`config.mk`:
```
export PLATFORM = sky130hd
export DESIGN_NAME = matrix_scan_driver
export DESIGN_NICKNAME = d
export VERILOG_FILES = /design/src/rtl/matrix_scan_driver.sv
export SDC_FILE = /design/constraint.sdc
export NUM_CORES = 1
export LEC_CHECK = 0
export BUFFER_PORTS_ARGS = -buffer_cell sky130_fd_sc_hd__clkbuf_2
export CAP_MARGIN = 20
export CORE_UTILIZATION = 33
export DETAILED_ROUTE_END_ITERATION = 12
export HOLD_SLACK_MARGIN = 0.08
export REMOVE_ABC_BUFFERS = 1
export SYNTH_ARGS = -nofsm -noshare
export SYNTH_HDL_FRONTEND = slang
export SYNTH_SLANG_ARGS = --single-unit
```
`constraint.sdc`:
```
create_clock -name clk -period 2.1 [get_ports clk]
set_input_delay 0.42 -clock clk [delete_from_list [all_inputs] [get_ports clk]]
set_output_delay 0.42 -clock clk [all_outputs]
set_load 0.03 [all_outputs]
```
`src/rtl/matrix_scan_driver.sv`:
```
// rtl/matrix_scan_driver.sv - HUB75-style two-half LED matrix row scan driver
// Optional per-row on-time limit enabled by defining MATRIX_BRIGHTNESS_EN.
module matrix_scan_driver #(
    parameter int OE_CYCLES = 64
) (
    input  logic        clk,
    input  logic        reset,
    input  logic        enable,
    input  logic [63:0] row_0,
    input  logic [63:0] row_1,
`ifdef MATRIX_BRIGHTNESS_EN
    input  logic [7:0]  brightness,
`endif
    output logic        r_enable,
    output logic [5:0]  row_0_sel,
    output logic [5:0]  row_1_sel,
    output logic        get_buffer,
    output logic        led_top,
    output logic        led_bot,
    output logic        led_clk,
    output logic        latch,
    output logic        oe_n,
    output logic [4:0]  addr
);

    typedef enum logic [2:0] {
        S_IDLE,
        S_FETCH,
        S_LOAD,
        S_SHIFT,
        S_LATCH,
        S_DISPLAY,
        S_NEXT
    } state_t;

    localparam logic [7:0] OE_LAST    = 8'(OE_CYCLES - 1);
    localparam logic [7:0] SHIFT_LAST = 8'd127;
    localparam logic [7:0] LOAD_LAST  = 8'd1;

    state_t      state;
    state_t      state_next;
    logic [7:0]  tick;
    logic [4:0]  cnt;
    logic [63:0] sr_top;
    logic [63:0] sr_bot;

`ifdef MATRIX_BRIGHTNESS_EN
    logic [7:0]  on_limit;
`endif

    always_comb begin
        state_next = state;
        case (state)
            S_IDLE:    if (enable) state_next = S_FETCH;
            S_FETCH:   state_next = S_LOAD;
            // Two LOAD cycles: the first covers the memory read latency, the
            // second captures with data settled, giving a 133+OE_CYCLES row.
            S_LOAD:    if (tick == LOAD_LAST) state_next = S_SHIFT;
            S_SHIFT:   if (tick == SHIFT_LAST) state_next = S_LATCH;
            S_LATCH:   state_next = S_DISPLAY;
            S_DISPLAY: if (tick == OE_LAST) state_next = S_NEXT;
            S_NEXT:    state_next = enable ? S_FETCH : S_IDLE;
            default:   state_next = S_IDLE;
        endcase
    end

    always_ff @(posedge clk or negedge reset) begin
        if (!reset) begin
            state  <= S_IDLE;
            tick   <= '0;
            cnt    <= '0;
            addr   <= '0;
            sr_top <= '0;
            sr_bot <= '0;
        end else begin
            state <= state_next;
            tick  <= (state_next != state) ? 8'd0 : tick + 8'd1;
            if (state == S_LOAD && state_next == S_SHIFT) begin
                sr_top <= row_0;
                sr_bot <= row_1;
            end else if (state == S_SHIFT && tick[0]) begin
                sr_top <= {sr_top[62:0], 1'b0};
                sr_bot <= {sr_bot[62:0], 1'b0};
            end
            // Row address moves while still blanked, visible during LATCH.
            if (state == S_SHIFT && state_next == S_LATCH)
                addr <= cnt;
            if (state == S_NEXT)
                cnt <= cnt + 5'd1;
        end
    end

`ifdef MATRIX_BRIGHTNESS_EN
    always_ff @(posedge clk or negedge reset) begin
        if (!reset)
            on_limit <= '0;
        else if (state == S_LATCH)
            on_limit <= (brightness < 8'(OE_CYCLES)) ? brightness : 8'(OE_CYCLES);
    end
`endif

    always_comb begin
        row_0_sel  = {1'b0, cnt};
        row_1_sel  = {1'b1, cnt};
        r_enable   = (state == S_FETCH);
        get_buffer = (state == S_NEXT) && (cnt == 5'd31);
        led_clk    = (state == S_SHIFT) && tick[0];
        led_top    = (state == S_SHIFT) && sr_top[63];
        led_bot    = (state == S_SHIFT) && sr_bot[63];
        latch      = (state == S_LATCH);
`ifdef MATRIX_BRIGHTNESS_EN
        oe_n       = !((state == S_DISPLAY) && (tick < on_limit));
`else
        oe_n       = (state != S_DISPLAY);
`endif
    end

endmodule

```
==> results.md, run 1 <==
* ANT nets after route at 0
* Final HPWL DP at 10.2 mm
* Largest net degree at the start of global routing at 63
* Final setup viols at 0
* H-tree level count at 4
* First-pass GRT wire length at 24.3 mm
* Post-Route WL at 14.6 mm
* RePlAce Congestion at 0.767
* N_diodes at 0
* Synth Warn # at 0
* Routed vias/inst at 4.65
* Outcome: finished clean
* Period utilization at 96.7%
* CTS buffer count at 17
* HP Class: input port to flip-flop
* VDD IR max at 0.000563 V
* CTS clk-pin slew, worst paths at 60 ps
* Worst EP arrival at 1610 ps
* Clk Latency, worst-skew pair at 420 ps
* Hold WS at 246 ps
* Site Rows at 53
* Flops & latches, synth at 149
* GRT Resource Usage Total at 13.9%
* Skew final at 10.9 ps
* First DRT Iteration DRCs at 156
* Vias in the first global route at 4957
* Post-synth design cell area at 7050 um2
* Post-synth EDFFs at 0
* CTS Sinks at 149
* Avg WL per Cell at 13.3 um
* Asr flop ratio synth at 100%
* CTS root buf: clkbuf_16
* Starting Density at 33.7%
* FMAX at 493 MHz
* Placed Area at 8160 um2
* Power, Total at 12.7 mW
* Non-filler cells, final at 1100
* Kind of critical path: flip-flop to primary output
* Top_reg_cell synth: dfrtp_1
* Max_cap viols at 0
* WP data required at 1680 ps
* Design area at 8870 um2
* Vias at 5115
* Die Wd at 148 um
* Placed insts at 1062
* Tmin final at 2030 ps
* I/O Buffers at 152
* Post-Syn Area per Cell at 10.6 um2
* Final core utilization at 42.3%
* Die Height at 148 um
* DRC viols at 0
* Worst setup margin at 69.9 ps
* Sequential fraction of the synthesis area at 52.9%
* Slew headroom at 66.3%
* Full die area at 22000 um2
* Psw at 4.01 mW
* Syn Inst Count at 664
* Initial antenna violation count at 0
* Total gr overflow at 0
* CP endpoint kind: primary output
* Nets at 949
* DP Worst Slack at 235 ps
* Clock Power Share at 25.5%
* P_int at 8.64 mW
* CP Launch Type: flip-flop
* Setup_tns at 0 ps
* Final hold viol count at 0
* Max Buffers Root-to-Sink at 2
* Pwr dens at 1430 nW/um2
* Clock tree from TritonCTS: done
* Pleak at 4.28 nW
* Sw Share at 31.7%
* IO Count at 155
* Pre-antenna DRT Iters at 6
* CP max FO at 2
* Comb power frac at 35.6%
* Transition time of the tightest slew-check pin at 506 ps
* CORE AREA at 21000 um2
* Layout area overhead at 25.8%
* Count of different cell masters after synthesis at 42
* Share of cells above drive strength 1 at 28.4%
* Slew Viols, Final at 0
* Seq pwr share at 38.9%
-- final cells by class --
class	instances	area, um2
clock buffers	21	470
clock inverters	9	151
fillers	2123	12100
inverters	7	38.8
multi-input cells	454	2970
flip-flops and latches	149	3730
well taps	275	344
repair buffers	185	1170
-- repair_timing --
action	in CTS	in global routing
setup endpoints to repair	2	2
pin swaps	0	1
setup buffers	1	6
hold endpoints to repair	34	0
hold buffers	1	0
resized for setup	5	4
-- Yosys cell counts, types with 2 or more instances --
cell	instances	area, um2
o21ai_1	2	10.0
nand4_1	2	12.5
and2_1	4	25.0
inv_1	6	22.5
nand3b_1	2	15.0
ha_1	4	50.1
dfrtp_1	149	3730
mux2_2	7	78.8
mux2i_1	126	1260
nand3_1	4	20.0
conb_1	2	7.51
and3_1	2	12.5
buf_2	19	95.1
xnor2_1	5	43.8
nor3_1	8	40.0
nor2_1	131	492
buf_8	6	90.1
clkbuf_4	3	22.5
a21oi_1	127	636
xor2_1	4	35.0
clkbuf_1	15	56.3
nand2_1	6	22.5
buf_4	11	82.6
-- final timing paths --
path / from / end / slack, ps / depth (start not counted)
min in group asynchronous: reset / cnt[2] / 470 / 2
max in group asynchronous: reset / sr_top[50] / 1020 / 3
min: row_0[36] / sr_top[36] / 250 / 3
min reg2reg: addr[0] / addr[0] / 510 / 1
max: cnt[1] / get_buffer / 70 / 5
max reg2reg: tick[3] / tick[3] / 240 / 4
-- critical path, cell delays in order (launching register included) --
cell and delay (ps):
dfrtp_1 390, ha_2 190, and3_4 170, ha_1 160
and2_4 130, clkbuf_8 150
-- state kept, by name (all words and copies together), names as in the netlist --
signal and count:
addr 5, state 3, sr_top 64, cnt 5
tick 8, sr_bot 64
-- kinds of logic after synthesis --
logic type      after synthesis  share of synthesized area [%]
simple gates                170                           10.5
flops                       149                           52.9
compound gates              136                           10.3
mux                         133                           19.0
buf+inv                      61                           5.32
xor+xnor                      9                           1.12
fa+ha+maj                     4                          0.710
other cells                   2                          0.106
-- per-layer routing --
layer | vias to the layer above | global-route usage [%] | part of all wire, %
li1 | 2587 | - | -
met1 | 2406 | 18.8 | 47
met2 | 108 | 21.8 | 47
met3 | 14 | 2.88 | 3.9
met4 | 0 | 5.67 | 1.5
met5 | - | 0 | 0
-- power groups by stage --
stage	clock network [mW]	logic, mW	registers (mW)
after detailed placement	0	4.49	4.97
after floorplan	0	3.54	4.79
final	3.23	4.50	4.92
after global placement	0	4.37	4.94
after global routing	3.43	5.01	5.08
after CTS	3.31	4.51	4.93
-- placed cells by master (no fill, tap or decap), drive strengths merged, types with 4 or more instances in the layout --
| cell type | count |
|---|---|
| mux2 | 7 |
| nor3 | 9 |
| nand3 | 5 |
| clkbuf | 172 |
| xor2 | 4 |
| inv | 7 |
| clkinv | 4 |
| dfrtp | 149 |
| a21oi | 127 |
| and2 | 4 |
| nand2 | 7 |
| mux2i | 126 |
| xnor2 | 5 |
| nor2 | 131 |
| ha | 4 |
| bufinv | 4 |
| buf | 33 |
No activity file was read; power rests on OpenSTA's default activity.
==> inputs of run 2 (changes only) <==
--- a/config.mk
+++ b/config.mk
@@ -8,6 +8,7 @@
 export BUFFER_PORTS_ARGS = -buffer_cell sky130_fd_sc_hd__clkbuf_2
 export CAP_MARGIN = 20
 export CORE_UTILIZATION = 33
+export CTS_BUF_LIST = sky130_fd_sc_hd__clkbuf_8
 export DETAILED_ROUTE_END_ITERATION = 12
 export HOLD_SLACK_MARGIN = 0.08
 export REMOVE_ABC_BUFFERS = 1
==> constraint.sdc (replaced) <==
create_clock -name clk -period 2.1 [get_ports clk]
set_input_delay 0.105 -clock clk [delete_from_list [all_inputs] [get_ports clk]]
set_output_delay 0.105 -clock clk [all_outputs]
set_load 0.03 [all_outputs]
==> results.md, run 2 (synthesized netlist as in run 1, its figures left out) <==
* Outcome: finished clean
* Slowest CP cell: dfrtp_1
* GRT Resource Usage Total at 15.3% (+1.4 points)
* I/O Buffers at 152 (unchanged)
* IO Count at 155 (unchanged)
* Design area at 9790 um2 (+10%)
* Uppermost layer routed: met4
* CP peak stage delay at 420 ps (+30 ps)
* Footprint of the multi-input gates at 2960 um2 (-0.25%)
* CP top delay family: buffers and inverters
* Max_cap viols at 0 (unchanged)
* HP Class: input port to async pin
* CP endpoint kind: primary output
* Hold WS at 188 ps (-58.2 ps)
* WP buf/inv at 3 (+2)
* Final hold viol count at 0 (unchanged)
* Full die area at 22000 um2 (unchanged)
* Avg WL per Cell at 13.2 um (-0.52%)
* Non-filler cells, final at 1217 (+11%)
* Nets at 1064 (+12%)
* VDD IR max at 0.000544 V (-3.4%)
* Pleak at 4.64 nW (+8.4%)
* CTS buffer count at 17 (unchanged)
* DP Worst Slack at 245 ps (+9.86 ps)
* Met1 Routed Length at 7.41 mm (+6.9%)
* N_diodes at 0 (unchanged)
* Vias at 5567 (+8.8%)
* First DRT Iteration DRCs at 198 (+27%)
* Starting Density at 33.7% (unchanged)
* Site Rows at 53 (unchanged)
* Layout area overhead at 38.9%
* Pwr dens at 1180 nW/um2 (-17%)
* Final HPWL DP at 9.95 mm (-2.9%)
* Largest net degree at the start of global routing at 87 (+38%)
* Max Buffers Root-to-Sink at 2 (unchanged)
* Total gr overflow at 0 (unchanged)
* Biggest regs: sr_bot: 64 flops, sr_top: 64 flops, tick: 8 flops
* Pre-antenna DRT Iters at 6 (unchanged)
* Fill count at 1994 (-6.1%)
* CTS clk-pin slew, worst paths at 80 ps (+20 ps)
* Clock tree from TritonCTS: done
* Setup_tns at 0 ps (unchanged)
* Unrepaired setup endpoints after global routing: false
* Clk Latency, worst-skew pair at 440 ps (+20 ps)
* First-pass GRT wire length at 26.6 mm (+9.5%)
* Final core utilization at 46.7% (+4.4 points)
* H-tree level count at 4 (unchanged)
* FMAX at 514 MHz (+4.3%)
* Die Wd at 148 um (unchanged)
* CORE AREA at 21000 um2 (unchanged)
* Most common cell after layout, fill and taps aside: clkbuf_2
* Critical path cell sequence: and3b_2, nand2_4, inv_8, buf_12, buf_2
* Slew Viols, Final at 0 (unchanged)
* Met2 WL post-DR at 7.87 mm (+14%)
* Skew final at 12.5 ps (+1.62 ps)
* Tmin final at 1950 ps (-84.4 ps)
* Placed Area at 8110 um2 (-0.55%)
* Period utilization at 92.6% (-4.0 points)
* Register area at 3730 um2 (unchanged)
* Final setup viols at 0 (unchanged)
* Placed insts at 1056 (-0.56%)
* WP data required at 2000 ps (+320 ps)
* Share of cells above drive strength 1 at 23.5% (-4.9 points)
* Worst setup margin at 154 ps (+84.4 ps)
* Vias in the first global route at 5527 (+11%)
* CTS root buf: clkbuf_8
* Commonest non-fill, non-tap cells in the layout: clkbuf_2, dfrtp_1, nor2_1, dlygate4sd3_1, a21oi_1
* Power, Total at 11.6 mW (-8.3%)
* Met3 WL at 589 um (+1.9%)
* RePlAce Congestion at 0.811 (+5.7%)
* Routed vias/inst at 4.57 (-1.6%)
* CP max FO at 23 (+21)
* Worst EP arrival at 1840 ps (+230 ps)
* Initial antenna violation count at 0 (unchanged)
* Total setup buffers inserted after CTS at 0 (-1)
* Post-Route WL at 16.1 mm (+10%)
* Die Height at 148 um (unchanged)
* ANT nets after route at 0 (unchanged)
* Kind of critical path: flip-flop to primary output
* DRC viols at 0 (unchanged)
* CP Launch Type: flip-flop
* CTS Sinks at 149 (unchanged)
==> run 2: changes by cell type in the layout (fill, tap and decap cells not counted), sizes merged <==
cell / previous run / this run
dlygate4sd3: 1 / 129
buf: 33 / 21
clkbuf: 172 / 168
clkinv: 4 / 8
bufinv: 4 / 2
clkinvlp: 1 / 3
inv: 7 / 8
==> run 2: routing by layer <==
metal	track usage, %	vias to the layer above
met3	3.87	14
met1	19.2	2607
met4	4.85	0
met5	0	-
li1	-	2834
met2	25.8	112
==> run 2: path summary, 6_finish.rpt <==
kind	startpoint	end	slack [ps]	cells past startpoint
hold reg to reg	addr[0]	addr[0]	520	1
setup / recovery	state[1]	led_clk	150	5
hold / removal	reset	cnt[3]	190	2
setup reg to reg	tick[0]	state[0]	250	5
max in group asynchronous	reset	sr_bot[14]	1270	3
min in group clk	enable	tick[4]	250	4
==> run 2: repair_timing <==
action                                  CTS  global route
resized for setup                         0             3
hold buffers                            129             0
endpoints found under the setup margin    0             2
hold endpoints to repair                277             0
==> run 2: final cells by class <==
cell class	count	area share (%)
Inverter	7	0.345
Clock buffer	18	2.53
Tap cell	275	3.51
Sequential cell	149	38.1
Clock inverter	14	1.41
Multi-Input combinational cell	454	30.3
Timing Repair Buffer	300	23.9
==> run 2: report_power, final <==
group / total (mW) / switching, mW / internal (mW)
clock: 2.18 / 1.10 / 1.08
sequential: 4.90 / 0.722 / 4.18
combinational: 4.52 / 2.09 / 2.43
==> inputs of run 3 (changes only) <==
--- a/config.mk
+++ b/config.mk
@@ -8,7 +8,6 @@
 export BUFFER_PORTS_ARGS = -buffer_cell sky130_fd_sc_hd__clkbuf_2
 export CAP_MARGIN = 20
 export CORE_UTILIZATION = 33
-export CTS_BUF_LIST = sky130_fd_sc_hd__clkbuf_8
 export DETAILED_ROUTE_END_ITERATION = 12
 export HOLD_SLACK_MARGIN = 0.08
 export REMOVE_ABC_BUFFERS = 1
==> results.md, run 3 (synthesized netlist as in run 1, its figures left out) <==
* Max Buffers Root-to-Sink at 2 (unchanged)
* CP top delay family: buffers and inverters
* Routed vias/inst at 4.59 (+0.43%)
* Clk Latency, worst-skew pair at 420 ps (-20 ps)
* Launching point of the worst reg2reg path: tick[0]
* N_diodes at 0 (unchanged)
* Unrepaired setup endpoints after global routing: false
* Avg WL per Cell at 13.2 um (about the same)
* Initial antenna violation count at 0 (unchanged)
* Final setup viols at 0 (unchanged)
* Die Height at 148 um (unchanged)
* Most common cell after layout, fill and taps aside: clkbuf_2
* Period utilization at 93.4% (+0.76 points)
* Clock tree from TritonCTS: done
* Max_cap viols at 0 (unchanged)
* First-pass GRT wire length at 26.6 mm (unchanged)
* Die Wd at 148 um (unchanged)
* Total gr overflow at 0 (unchanged)
* VDD IR max at 0.000655 V (+20%)
* CP endpoint kind: primary output
* Worst setup margin at 138 ps (-16.0 ps)
* CP peak stage delay at 410 ps (about the same)
* P_int at 8.39 mW (+9.1%)
* DP Worst Slack at 245 ps (unchanged)
* Worst EP arrival at 1860 ps (+20 ps)
* HP Class: input port to async pin
* Critical path cell sequence: and3b_2, nand2_4, inv_6, buf_12, clkbuf_2
* Tmin final at 1960 ps (+16.0 ps)
* First DRT Iteration DRCs at 193 (-2.5%)
* Power, Total at 12.4 mW (+6.8%)
* IO Count at 155 (unchanged)
* Pwr dens at 1240 nW/um2 (+4.8%)
* Comb power frac at 36.4% (-2.6 points)
* Met1 Routed Length at 7.39 mm (-0.32%)
* Pre-antenna DRT Iters at 4 (-2)
* Post-Route WL at 16.1 mm (about the same)
* Largest net degree at the start of global routing at 87 (unchanged)
* Layout area overhead at 41.5%
* I/O Buffers at 152 (unchanged)
* WP buf/inv at 3 (unchanged)
* Starting Density at 33.7% (unchanged)
* Seq pwr share at 39.6% (-2.6 points)
* ANT nets after route at 0 (unchanged)
* CTS root buf: clkbuf_16
* Nets at 1064 (unchanged)
* Uppermost layer routed: met4
* Share of cells above drive strength 1 at 23.4% (-0.11 points)
* Skew final at 9.49 ps (-3.02 ps)
* FMAX at 510 MHz (-0.81%)
* Outcome: finished clean
* Final HPWL DP at 9.95 mm (unchanged)
* FF-to-FF End: state[0]
* Met2 WL post-DR at 7.81 mm (-0.74%)
* CORE AREA at 21000 um2 (unchanged)
* CTS Sinks at 149 (unchanged)
* Commonest non-fill, non-tap cells in the layout: clkbuf_2, dfrtp_1, nor2_1, dlygate4sd3_1, a21oi_1
* Slowest CP cell: dfrtp_1
* Slew Viols, Final at 0 (unchanged)
* RePlAce Congestion at 0.811 (unchanged)
* Flop-to-flop setup slack at 250 ps (about the same)
* Clock Power Share at 24.0% (+5.2 points)
* Psw at 4.01 mW (+2.3%)
* Final hold viol count at 0 (unchanged)
* Vias at 5591 (+0.43%)
* H-tree level count at 4 (unchanged)
* DRC viols at 0 (unchanged)
* Site Rows at 53 (unchanged)
* CP Launch Type: flip-flop
* Full die area at 22000 um2 (unchanged)
* Total setup buffers inserted after CTS at 0 (unchanged)
* Vias in the first global route at 5532 (+0.090%)
* GRT Resource Usage Total at 15.3% (about the same)
* CP max FO at 23 (unchanged)
* CTS clk-pin slew, worst paths at 60 ps (-20 ps)
* Reg2Reg Depth at 5 (unchanged)
* CTS buffer count at 17 (unchanged)
* Kind of critical path: flip-flop to primary output
* Pleak at 4.72 nW (+1.8%)
* Biggest regs: sr_bot: 64 flops, sr_top: 64 flops, tick: 8 flops
* Met3 WL at 624 um (+5.9%)
* WP data required at 2000 ps (about the same)
* Sw Share at 32.4% (-1.4 points)
run 3: cell count changes in the layout (fill, tap and decap cells not counted), sizes merged:
cell / before / now
clkbuf: 168 / 170
inv: 8 / 7
buf: 21 / 20
run 3: how the worst max path moves through the flow:
stage               startpoint    endpoint  slack (ps)  depth (start not counted)
floorplan              tick[3]   sr_bot[0]       -4330                          4
global placement       tick[0]    state[0]         290                          5
detailed placement     tick[0]     addr[2]         240                          5
CTS                   state[1]  get_buffer         100                          5
global route          state[1]  get_buffer          20                          5
finish                state[1]     led_clk         140                          5
run 3: power groups by stage:
stage	registers [mW]	logic [mW]	clock network, mW
6_report	4.91	4.51	2.98
5_1_grt	5.08	5.04	3.21
4_1_cts	4.92	4.57	3.08
3_5_place_dp	4.97	4.38	0
3_3_place_gp	4.94	4.30	0
2_1_floorplan	4.79	3.54	0
run 3: cell type report:
type                       instances  area (um2)
tap                              275         344
fill                            1977       11000
inverter                           7        31.3
sequential                       149        3730
clock inverter                    13         134
clock buffer                      19         443
multi-input combinational        454        2960
timing repair buffer             300        2340
run 3: what timing repair did:
item / CTS / global route
hold endpoints to repair: 235 / 0
hold buffers: 129 / 0
resized for setup: 0 / 0
run 3: through the flow:
stage               cell area, um2  TNS, ps  instances  hold WS [ps]  util (%)
detailed placement            8110        0       1056          90.9      38.7
global placement              8110        0       1056          93.4      38.7
global route                  9980        0       1217           244      47.6
CTS                           9980        0       1217           213      47.6
finish                        9980        0       1217           214      47.6
floorplan                     6710  -532140        610          -191         -
run 3: routing by layer:
layer  global-route usage (%)  vias to the layer above
met5                        0                        -
met4                     6.24                        0
met3                     3.19                       19
met1                     19.3                     2612
li1                         -                     2834
met2                     25.5                      126
